<file path="config.mk">
export PLATFORM = sky130hd
export DESIGN_NAME = lsu
export DESIGN_NICKNAME = d
export VERILOG_FILES = /design/src/rtl/lsu_pkg.sv /design/src/rtl/lsu_extract.sv /design/src/rtl/lsu.sv
export SDC_FILE = /design/constraint.sdc
export NUM_CORES = 1
export LEC_CHECK = 0
export CAP_MARGIN = 20
export CORE_ASPECT_RATIO = 0.8
export CORE_UTILIZATION = 45
export CTS_CLUSTER_SIZE = 8
export DETAILED_ROUTE_END_ITERATION = 6
export GPL_TIMING_DRIVEN = 0
export PLACE_DENSITY_LB_ADDON = 0.1
export SYNTH_ARGS = -nofsm -noshare
export SYNTH_HDL_FRONTEND = slang
export SYNTH_HIERARCHICAL = 1
export SYNTH_SLANG_ARGS = --single-unit
export TNS_END_PERCENT = 10
</file>
<file path="constraint.sdc">
create_clock -name clk -period 2.2 [get_ports clk]
set_clock_uncertainty 0.1 [all_clocks]
set_input_delay 0.44 -clock clk [delete_from_list [all_inputs] [get_ports clk]]
set_output_delay 0.44 -clock clk [all_outputs]
set_load 0.1 [all_outputs]
</file>
<file path="src/rtl/lsu_pkg.sv">
// Shared types, funct3 encodings and small helpers for the load/store unit.
package lsu_pkg;

  typedef enum logic [1:0] {
    S_IDLE,
    S_REQ,
    S_WAIT,
    S_DONE
  } lsu_state_e;

  localparam logic [2:0] F3_B  = 3'b000;
  localparam logic [2:0] F3_H  = 3'b001;
  localparam logic [2:0] F3_W  = 3'b010;
  localparam logic [2:0] F3_BU = 3'b100;
  localparam logic [2:0] F3_HU = 3'b101;

  // Bytes never fault; halfwords need an even offset; words need offset 0.
  // Any funct3 outside the RV32I load set is treated as a fault.
  function automatic logic misaligned(input logic [2:0] f3, input logic [1:0] off);
    logic bad;
    case (f3)
      F3_B, F3_BU: bad = 1'b0;
      F3_H, F3_HU: bad = off[0];
      F3_W:        bad = (off != 2'b00);
      default:     bad = 1'b1;
    endcase
    return bad;
  endfunction

  // Byte enables follow the access size shifted into the addressed lane.
  function automatic logic [3:0] byte_en(input logic [2:0] f3, input logic [1:0] off);
    logic [3:0] be;
    case (f3[1:0])
      2'b00:   be = 4'b0001 << off;
      2'b01:   be = 4'b0011 << off;
      default: be = 4'b1111;
    endcase
    return be;
  endfunction

  // Store data is replicated across lanes so the byte enables alone pick the target.
  function automatic logic [31:0] store_data(input logic [2:0] f3, input logic [31:0] wdata);
    logic [31:0] data;
    case (f3[1:0])
      2'b00:   data = {4{wdata[7:0]}};
      2'b01:   data = {2{wdata[15:0]}};
      default: data = wdata;
    endcase
    return data;
  endfunction

endpackage

</file>
<file path="src/rtl/lsu_extract.sv">
// Picks the addressed lane out of a read word and sign/zero-extends it to 32 bits.
module lsu_extract
  import lsu_pkg::*;
(
  input  logic [31:0] rdata_i,
  input  logic [2:0]  f3_i,
  input  logic [1:0]  off_i,
  output logic [31:0] ext_o
);

  logic [31:0] lane;

  // Shift the addressed byte/halfword down to bit 0, then extend by funct3.
  always_comb begin
    lane  = rdata_i >> {off_i, 3'b000};
    ext_o = '0;
    case (f3_i)
      F3_B:    ext_o = {{24{lane[7]}}, lane[7:0]};
      F3_BU:   ext_o = {24'b0, lane[7:0]};
      F3_H:    ext_o = {{16{lane[15]}}, lane[15:0]};
      F3_HU:   ext_o = {16'b0, lane[15:0]};
      F3_W:    ext_o = rdata_i;
      default: ext_o = '0;
    endcase
  end

endmodule

</file>
<file path="src/rtl/lsu.sv">
// Load/store unit: one handshaked data-memory access per request, with load
// extraction into md and store lane steering; busy stalls the core meanwhile.
module lsu
  import lsu_pkg::*;
#(
  parameter int AW = 32,
  parameter int DW = 32
) (
  input  logic          clk,
  input  logic          rst_n,
  input  logic          req_valid,
  output logic          req_ready,
  input  logic          req_we,
  input  logic [2:0]    req_f3,
  input  logic [AW-1:0] req_addr,
  input  logic [DW-1:0] req_wdata,
  output logic          mem_req,
  output logic          mem_we,
  output logic [AW-1:0] mem_addr,
  output logic [3:0]    mem_be,
  output logic [DW-1:0] mem_wdata,
  input  logic          mem_gnt,
  input  logic          mem_rvalid,
  input  logic [DW-1:0] mem_rdata,
  output logic [DW-1:0] md,
  output logic          done,
  output logic          err,
  output logic          busy
);

  lsu_state_e    state_q, state_d;
  logic [2:0]    f3_q, f3_d;
  logic [1:0]    off_q, off_d;
  logic          err_q, err_d;
  logic [DW-1:0] md_q, md_d;
  logic          mem_req_q, mem_req_d;
  logic          mem_we_q, mem_we_d;
  logic [AW-1:0] mem_addr_q, mem_addr_d;
  logic [3:0]    mem_be_q, mem_be_d;
  logic [DW-1:0] mem_wdata_q, mem_wdata_d;
  logic [DW-1:0] ext;
  logic          bad_req;

  lsu_extract u_extract (
    .rdata_i (mem_rdata),
    .f3_i    (f3_q),
    .off_i   (off_q),
    .ext_o   (ext)
  );

  // Stores only define SB/SH/SW, so the unsigned encodings are rejected for them too.
  assign bad_req = misaligned(req_f3, req_addr[1:0]) | (req_we & req_f3[2]);

  // State register plus every latched transaction field; reset aborts any access in flight.
  always_ff @(posedge clk or negedge rst_n) begin
    if (!rst_n) begin
      state_q     <= S_IDLE;
      f3_q        <= '0;
      off_q       <= '0;
      err_q       <= 1'b0;
      md_q        <= '0;
      mem_req_q   <= 1'b0;
      mem_we_q    <= 1'b0;
      mem_addr_q  <= '0;
      mem_be_q    <= '0;
      mem_wdata_q <= '0;
    end else begin
      state_q     <= state_d;
      f3_q        <= f3_d;
      off_q       <= off_d;
      err_q       <= err_d;
      md_q        <= md_d;
      mem_req_q   <= mem_req_d;
      mem_we_q    <= mem_we_d;
      mem_addr_q  <= mem_addr_d;
      mem_be_q    <= mem_be_d;
      mem_wdata_q <= mem_wdata_d;
    end
  end

  // Next-state and datapath updates; memory-side values are fixed at accept time so they stay stable in REQ.
  always_comb begin
    state_d     = state_q;
    f3_d        = f3_q;
    off_d       = off_q;
    err_d       = err_q;
    md_d        = md_q;
    mem_req_d   = mem_req_q;
    mem_we_d    = mem_we_q;
    mem_addr_d  = mem_addr_q;
    mem_be_d    = mem_be_q;
    mem_wdata_d = mem_wdata_q;
    case (state_q)
      S_IDLE: begin
        if (req_valid) begin
          f3_d  = req_f3;
          off_d = req_addr[1:0];
          if (bad_req) begin
            err_d   = 1'b1;
            state_d = S_DONE;
            if (!req_we) begin
              md_d = '0;
            end
          end else begin
            mem_req_d   = 1'b1;
            mem_we_d    = req_we;
            mem_addr_d  = {req_addr[AW-1:2], 2'b00};
            mem_be_d    = byte_en(req_f3, req_addr[1:0]);
            mem_wdata_d = store_data(req_f3, req_wdata);
            state_d     = S_REQ;
          end
        end
      end
      S_REQ: begin
        if (mem_gnt) begin
          mem_req_d = 1'b0;
          state_d   = mem_we_q ? S_DONE : S_WAIT;
        end
      end
      S_WAIT: begin
        if (mem_rvalid) begin
          md_d    = ext;
          state_d = S_DONE;
        end
      end
      S_DONE: begin
        err_d   = 1'b0;
        state_d = S_IDLE;
      end
      default: state_d = S_IDLE;
    endcase
  end

  assign req_ready = (state_q == S_IDLE);
  assign busy      = (state_q != S_IDLE) | req_valid;
  assign done      = (state_q == S_DONE);
  assign err       = err_q;
  assign md        = md_q;
  assign mem_req   = mem_req_q;
  assign mem_we    = mem_we_q;
  assign mem_addr  = mem_addr_q;
  assign mem_be    = mem_be_q;
  assign mem_wdata = mem_wdata_q;

endmodule
</file>
# --- After elaboration in Yosys (flattened, before gate mapping) ---
# Cells that the tools add are included.
# W data, S select, Z words.
op_classes:
  bitwise_logic: 4
  shifts: 3
  n_eq_ne: 18
  mux: 22
  reduce_logical: 17
op_table:
  columns: ["op", "count"]
  rows:
  - ["$pmux W32 S5", 1]
  - ["$mux W32", 4]
  - ["$pmux W32 S2", 2]
  - ["$shr A32 B5 Y16", 1]
  - ["$eq A3 B3 Y1 const B", 4]
  - ["$ne A2 B2 Y1 const B", 5]
  - ["$reduce_bool A2 Y1", 5]
  - ["$reduce_and A3 Y1", 3]
  - ["$mux W2", 4]
  - ["$pmux W2 S4", 1]
  - ["$pmux W4 S2", 1]
  - ["$eq A3 B1 Y1 const B", 2]
  - ["$eq A3 B2 Y1 const B", 2]
  - ["$logic_not A3 Y1", 2]
  - ["$mux W1", 6]
  - ["$reduce_and A5 Y1", 1]
  - ["$eq A2 B1 Y1 const B", 2]
  - ["$eq A2 B2 Y1 const B", 2]
  - ["$logic_not A2 Y1", 2]
  - ["$pmux W1 S2", 2]
  - ["$reduce_and A4 Y1", 1]
  - ["$reduce_or A2 Y1", 2]
  - ["$shl A1 B2 Y4 const A", 1]
  - ["$shl A2 B2 Y4 const A", 1]
  - ["6 further kinds", 7]
totals:
  wordCells: 74
  input_bits: 105
  reg_bits: 108

# --- Depth between registers and ports, before layout ---
depth:
  word_depth: 7
  ltp_mapped: 9
  mapped_depth_nobuf: 6

# --- Modules after synthesis ---
# Netlist, hierarchy kept.
by_module_without_submodules:
  columns: ["mod", "area_per_inst_um2", "cells_each", "n_inst", "seq_area_each_um2"]
  rows:
  - ["lsu", 4728.3, 415, 1, 2702.6]
  - ["lsu_extract", 824.5, 128, 1, 0.0]

# --- Worst setup path after synthesis ---
# OpenSTA, ideal clock, no wires.
synth_path:
  path_kind: "reg2reg"
  startpoint: "register state_q[0]"
  endpoint: "register state_q[0]"
  setup_slack_ps: -797
  synth_period_minus_slack_ps: 2997
  path_stages_with_launch: 8
  t_required_ps: 1962
  arrival_time_ps: 2758
  path_buffers: 1
  cell_sequence: "dfrtp_1 -> inv_1 -> ha_1 -> buf_2 -> nand2b_1 -> nand3_1 -> o21bai_1 -> a21oi_1"
synth_via:
  elab_chain_len: 3
synth_lines:
  columns: ["item", "line", "rtl"]
  rows:
  - ["start: declaration", "lsu.sv:31", "lsu_state_e state_q, state_d;"]
  - ["start signal: assignment", "lsu.sv:68", "state_q <= state_d;"]
  - ["$logic_not A2 Y1 (*)", null, null]
  - ["net req_ready", "lsu.sv:12", "output logic req_ready,"]
  - ["$ne A2 B2 Y1 (no line)", null, null]
  - ["$reduce_and A3 Y1 (no line)", null, null]
# The timed path passes the listed nets; every way through them passes the cells marked *.
# A chain may end at the register's enable or synchronous reset.

# --- Worst setup path after layout ---
layout_path:
  startpoint: "input req_f3[2]"
  endpoint: "register md_q[16], in the netlist md[16]"
layout_via:
  elab_chain_len: 6
layout_lines:
  columns: ["item", "line", "rtl"]
  rows:
  - ["start: declaration", "lsu.sv:14", "input logic [2:0] req_f3,"]
  - ["$eq A3 B1 Y1 (tied with other cells)", "lsu_pkg.sv:21", "case (f3)"]
  - ["$reduce_or A2 Y1", "lsu_pkg.sv:21", null]
  - ["$pmux W1 S3", "lsu_pkg.sv:21", null]
  - ["$or A1 B1 Y1 (*)", "lsu.sv:52", "assign bad_req = misaligned(req_f3, req_addr[1:0]) | (req_we & req_f3[2]);"]
  - ["$ne A2 B1 Y1 (no line) (*)", null, null]
  - ["$reduce_and A5 Y1 (no line) (*)", null, null]
  - ["end signal: assignment", "lsu.sv:72", "md_q <= md_d;"]
  - ["end: declaration", "lsu.sv:35", "logic [DW-1:0] md_q, md_d;"]
# Every way passes the cells marked *; elsewhere a longest branch is shown, timed or not.

==> flow_summary.ini <==
[run_status]
status = finished, final reports clean

[sta]
worstMarginPinSlew_ns = 1.04
slew_headroom = 0.302
slew_viol_final = 0
fin_crit_ns = 2.18
rsz0062_at_grt = yes
fmax_mhz = 460
setup_viol = 0
tns_ns = 0
period_share = 0.989
final_hold_viol_count = 0

[clock_tree]
clkTransAtPathRegs_ns = 0.08
cts_tree = done
insertion_delay_ns = 0.34
clock-sinks = 108
cts_buffer_depth = 2
cts_buffers = 9
ctsRootBufferMaster = clkbuf_16
htreeDepth = 3

[die]
die_y_um = 101
die_w_um = 126
num_rows = 35
start_util = 0.471
coreArea_um2 = 11800
die-area_um2 = 12800
io_pins = 211

[worst_setup_path]
cp.arrival_ns = 2.34
endpoint_kind = flop
rrSetupSlack_ns = 0.03
cp.required_ns = 2.36
cp-start-kind = primary input
cp_max_fo = 10
critPathKind = primary input to flop

[detailed_routing]
vias = 4863
antenna_left = 0
totalWireLength_um = 16400
drc = 0
drtIter0Drc = 238
wl_per_cell_um = 17.8
post_drt_via_cell_ratio = 5.28
first_pass_iters = 5

[grt]
grt-ovfl-total = 0
grt_pass1_wl_um = 25800
grt_pass1_vias = 4991
grt_max_degree = 70
antenna_found_initial = 0
grtUsageTotal = 0.259

[finish]
final_cell_area_um2 = 8140
fillers = 943
final_util = 0.691
num-nets-final = 877
area_growth_pct = 46.5
drive_gt1_frac = 0.153
antennaDiodeCount = 0

[synthesis]
ys_ff_latch = 108
synth_cell_types = 43
yosysWarnings = 6
seq_area_frac_synth = 0.487
syn_inst = 543
synth_top_area_frac = 0.487
synthTopCellsByArea = dfrtp_1 49%, mux2_2 10%, mux2i_1 10%
synth_largest_area_cell = dfrtp_1
syn_area_um2 = 5550
syn_avg_cell_area_um2 = 10.2

[min_path]
min_path_type = flop to flop

[place]
dpl.hpwl_um = 12400
gp_congestion = 0.889
port_buffers = 207
placed_cell_area_um2 = 7880

[flow_run]
drv_cap = 0
-- per-stage QoR --
| stage | hold WS (ns) | setup WS [ns] | instances |
|---|---|---|---|
| 2_1_floorplan | 0.0444 | 0.0238 | 544 |
| 3_3_place_gp | 0.362 | -3.46 | 899 |
| 3_5_place_dp | 0.353 | -0.720 | 900 |
| 4_1_cts | 0.381 | -0.109 | 918 |
| 5_1_grt | 0.399 | -0.0658 | 921 |
| 6_report | 0.379 | 0.0238 | 921 |
-- cell families after synthesis --
logic type,count (synthesis),share of synthesized area
compound gates,101,0.118
xor+xnor,1,0.00158
fa+ha+maj,4,0.00901
buf+inv,77,0.0653
flops,108,0.487
mux,108,0.208
other cells,1,0.000675
simple gates,143,0.111
-- flip-flops by register name, summed over array words and instances (netlist names) --
| signal | count |
|---|---|
| md | 32 |
| mem_wdata | 32 |
| mem_addr | 30 |
| mem_be | 4 |
| f3_q | 3 |
| off_q | 2 |
| state_q | 2 |
| err | 1 |
| mem_req | 1 |
| mem_we | 1 |
-- path summary, 6_finish.rpt --
| check | startpoint | endpoint | depth (start not counted) |
|---|---|---|---|
| setup / recovery | req_f3[2] | md[16] | 6 |
| hold / removal | mem_wdata[12] | mem_wdata[12] | 2 |
| setup reg to reg | state_q[1] | md[16] | 8 |
| hold reg to reg | mem_wdata[12] | mem_wdata[12] | 2 |
| max in group asynchronous | rst_n | f3_q[0] | 3 |
| min in group asynchronous | rst_n | md[3] | 2 |
-- placed cells by master, fill, tap and decap left out, drive strengths merged, types with 4 or more instances in the layout --
master / n
inv: 41
a21oi: 13
dlygate4sd2: 101
a22oi: 8
o21ai: 48
clkinv: 4
a211oi: 7
clkdlybuf4s50: 101
nor2b: 9
clkbuf: 22
ha: 4
buf: 31
dfrtp: 108
nor2: 21
o31ai: 7
nand2: 97
mux2: 52
mux2i: 56
o211ai: 8
-- repair_timing --
item	4_1_cts	5_1_grt
endpoints found under the setup margin	176	58
pin swaps	3	2
hold endpoints to repair	39	0
gates resized for setup	114	15
hold buffers	1	0
setup buffers	1	4
-- metal layers --
layer,up-vias,part of all wire,track usage
met4,0,0.0077,0.0621
met2,210,0.46,0.427
met5,-,0,0
met3,10,0.073,0.0676
li1,2297,-,-
met1,2346,0.46,0.345
-- synthesized netlist by cell type (all sizes together) --
| master | instances |
|---|---|
| dfrtp | 108 |
| nand2 | 97 |
| mux2i | 56 |
| mux2 | 52 |
| o21ai | 48 |
| inv | 40 |
| buf | 22 |
| nor2 | 21 |
| clkbuf | 15 |
| a21oi | 13 |
| nor2b | 9 |
| a22oi | 8 |
| o211ai | 8 |
| a211oi | 7 |
| o31ai | 7 |
| ha | 4 |
| nand2b | 3 |
| nand3 | 3 |
| or2 | 3 |
| nor3 | 2 |
| nor3b | 2 |
| a2111oi | 1 |
| a21boi | 1 |
| a222oi | 1 |
| a31oi | 1 |
| and3 | 1 |
| conb | 1 |
| nand3b | 1 |
| nor4bb | 1 |
| o2111ai | 1 |
| o21bai | 1 |
| o221ai | 1 |
| o2bb2ai | 1 |
| o32ai | 1 |
| o41ai | 1 |
| xnor2 | 1 |
-- worst max-delay path, stage by stage --
cell and delay [ns]:
clkdlybuf4s50_1 0.50, o41ai_4 0.42, o211ai_1 0.27, nand3_2 0.27, buf_6 0.21, mux2i_1 0.23
-- area by class of cell --
cell class / instances / area (um2) / share of cell area
Buffer: 36 / 233 / 0.0286
Multi-Input combinational cell: 359 / 2530 / 0.311
Tap cell: 148 / 185 / 0.0228
Timing Repair Buffer: 214 / 2020 / 0.248
Sequential cell: 108 / 2700 / 0.332
Clock inverter: 7 / 87.6 / 0.0108
Inverter: 40 / 150 / 0.0185
Clock buffer: 9 / 225 / 0.0277
Power is left out: the tool's default activity adds up to more than one toggle a clock period on the data nets, which glitch-free logic cannot reach.
==> edit, RTL diff (same flow settings) <==
Take the reset off `md_q`, `mem_addr_q`, `mem_be_q` and `mem_wdata_q` and load them in a clocked block of their own.
--- a/src/rtl/lsu.sv
+++ b/src/rtl/lsu.sv
@@ -58,24 +58,23 @@
       f3_q        <= '0;
       off_q       <= '0;
       err_q       <= 1'b0;
-      md_q        <= '0;
       mem_req_q   <= 1'b0;
       mem_we_q    <= 1'b0;
-      mem_addr_q  <= '0;
-      mem_be_q    <= '0;
-      mem_wdata_q <= '0;
     end else begin
       state_q     <= state_d;
       f3_q        <= f3_d;
       off_q       <= off_d;
       err_q       <= err_d;
-      md_q        <= md_d;
       mem_req_q   <= mem_req_d;
       mem_we_q    <= mem_we_d;
-      mem_addr_q  <= mem_addr_d;
-      mem_be_q    <= mem_be_d;
-      mem_wdata_q <= mem_wdata_d;
     end
+  end
+
+  always_ff @(posedge clk) begin
+    md_q        <= md_d;
+    mem_addr_q  <= mem_addr_d;
+    mem_be_q    <= mem_be_d;
+    mem_wdata_q <= mem_wdata_d;
   end
 
   // Next-state and datapath updates; memory-side values are fixed at accept time so they stay stable in REQ.
Behaviour: not the same (Yosys sat finds a counterexample within 4 cycles, from zero or initial values and one cycle with rst_n low).
==> edit against the original RTL <==
  * Fmax rose by 0.82%
  * Critical path depth did not move
  * Setup slack improved by 18 ps
  * Sequential cell count did not move
  * Core utilization rose by 0.72 points
  * Critical path type is now reg -> out
  * Area after synthesis fell by 9.6%
  * Design area fell by 7.0%
  * Wire length fell by 21%
==> edit: results (changes against the original RTL) <==
status finished, final reports clean; sequential element share of the synthesized area 63.6% (+15 points); routability cong. 0.850 (-4.4%); Worst Max-Slew Pin Slew 1020 ps (-18.8 ps); Critical-path top delay cell dfrtp_1; ranking of synthesized cells by area edfxtp_1 59%, mux2_2 6.3%, dfrtp_1 5.0%; dpl ws -795 ps (-74.7 ps); gr usage total 21.6% (-4.3 points); Post-synth EDFFs 98 (+98); Critical Path Fanout Max 8 (-2); vias after detailed routing 3844 (-21%); largest net degree at the start of global routing 43 (-39%); Root Buffer clkbuf_16; Ys Warns 6 (unchanged); number of global-route vias before repair 3645 (-27%); drt pass-1 iters 5 (unchanged); H-tree depth 3 (unchanged); LEAKAGE 0.00287 µW; initial DRC count 289 (+21%); WL/cell 17.3 µm (-2.5%); CP peak stage delay 420 ps (-80 ps); Post-CTS Setup Bufs 0 (-1); Cell variety after synth 50 (+16%); compound-gate portion of the synthesized area 10.3% (-1.4 points); min-delay worst type in -> async; PortBufs 207 (unchanged); nets 705 (-20%); Crit path max-delay family buffers and inverters; initial antenna violation count 0 (unchanged); n_diodes 0 (unchanged); TritonCTS buffer count 9 (unchanged); first-pass GRT wire length 18.9 mm (-27%); Final HPWL DP 9.42 mm (-24%); Clock Latency Late Sink 340 ps (about the same); worst IR drop on VDD 1.01 mV; layout cells sized above 1 15.0% (-0.29 points); post-synthesis xor/xnor area fraction 0.174% (+0.017 points); fraction of registers with async set/reset 9.26% (-91 points); Reg clk slew, reported paths 70 ps; WP data arrival 1620 ps (-720 ps); synth cell count leaders 98 x edfxtp_1, 46 x nand2_1, 33 x and2_1; Max Root-Sink Buffers 2 (unchanged); post-synthesis adder-cell area fraction 0.997% (+0.096 points); cell internal pwr 4830 µW; mux cell area share after synthesis 8.67% (-12 points)
==> edit: cell types whose count changed in the layout (fill, tap and decap cells not counted), sizes merged, moves of 12 or more <==
cell,delta
dfrtp,-98
edfxtp,+98
nand2,-50
mux2i,-47
and2,+33
inv,-31
mux2,-22
o21ai,-20
buf,-13
a21oi,-12
==> edit: cell type report <==
type	instances	area (µm²)
clock inverters	7	66.3
fillers	850	3280
repair inverters	1	5.00
plain buffers	23	144
well taps	144	180
flip-flops and latches	108	3190
repair buffers	208	1970
clock buffers	9	225
inverters	8	33.8
multi-input cells	237	1750
==> edit: kinds of logic (layout without fill, tap and decap cells) <==
| group | Yosys count | count (layout) |
|---|---|---|
| and+or+nand+nor | 120 | 120 |
| DFF | 108 | 108 |
| AOI/OAI and AO/OA | 70 | 71 |
| muxes | 39 | 39 |
| buffers and inverters | 31 | 256 |
| adders and majority gates | 4 | 4 |
| other | 1 | 2 |
| xor gates and xnor gates | 1 | 1 |
==> edit: worst paths after layout <==
path	startpoint	to	slack (ps)	cells after the start
worst max-delay path	state_q[1]	busy	40	6
worst min-delay path	rst_n	err	330	1
worst max register to register	state_q[0]	md[11]	90	5
worst min register to register	off_q[1]	off_q[1]	440	1
max in group asynchronous	rst_n	state_q[0]	1300	1
min in group clk	req_f3[0]	mem_be[3]	420	3
==> edit: routing by layer <==
layer | part of all wire (%) | track usage (%) | wire length (µm)
met5 | 0 | 0 | 0
met4 | 1.3 | 5.73 | 163
met3 | 8.0 | 5.58 | 1030
met2 | 49 | 36.5 | 6370
met1 | 41 | 27.9 | 5350
==> edit: power by group through the flow <==
stage / Clock, µW / Combinational, µW / Sequential [µW]
floorplan: 0 / 1880 / 4720
detailed placement: 0 / 4860 / 2920
global placement: 0 / 4760 / 2910
global route: 1660 / 5050 / 2910
finish: 1560 / 4810 / 2860
CTS: 1600 / 4770 / 2860
==> edit: stage by stage <==
stage / area, µm² / total power [µW] / util [%] / cells / hold slack (ps)
after floorplan: 5060 / 6600 / - / 375 / 44.4
after global placement: 7310 / 7670 / 67.4 / 726 / 418
final: 7570 / 9220 / 69.8 / 745 / 332
after CTS: 7550 / 9230 / 69.6 / 745 / 337
after detailed placement: 7330 / 7780 / 67.6 / 727 / 429
after global routing: 7570 / 9620 / 69.8 / 745 / 363
==> edit: what timing repair did <==
action	in CTS	in global routing
gates cloned	2	0
pin swaps	1	0
resized for setup	122	6
setup endpoints to repair	178	88
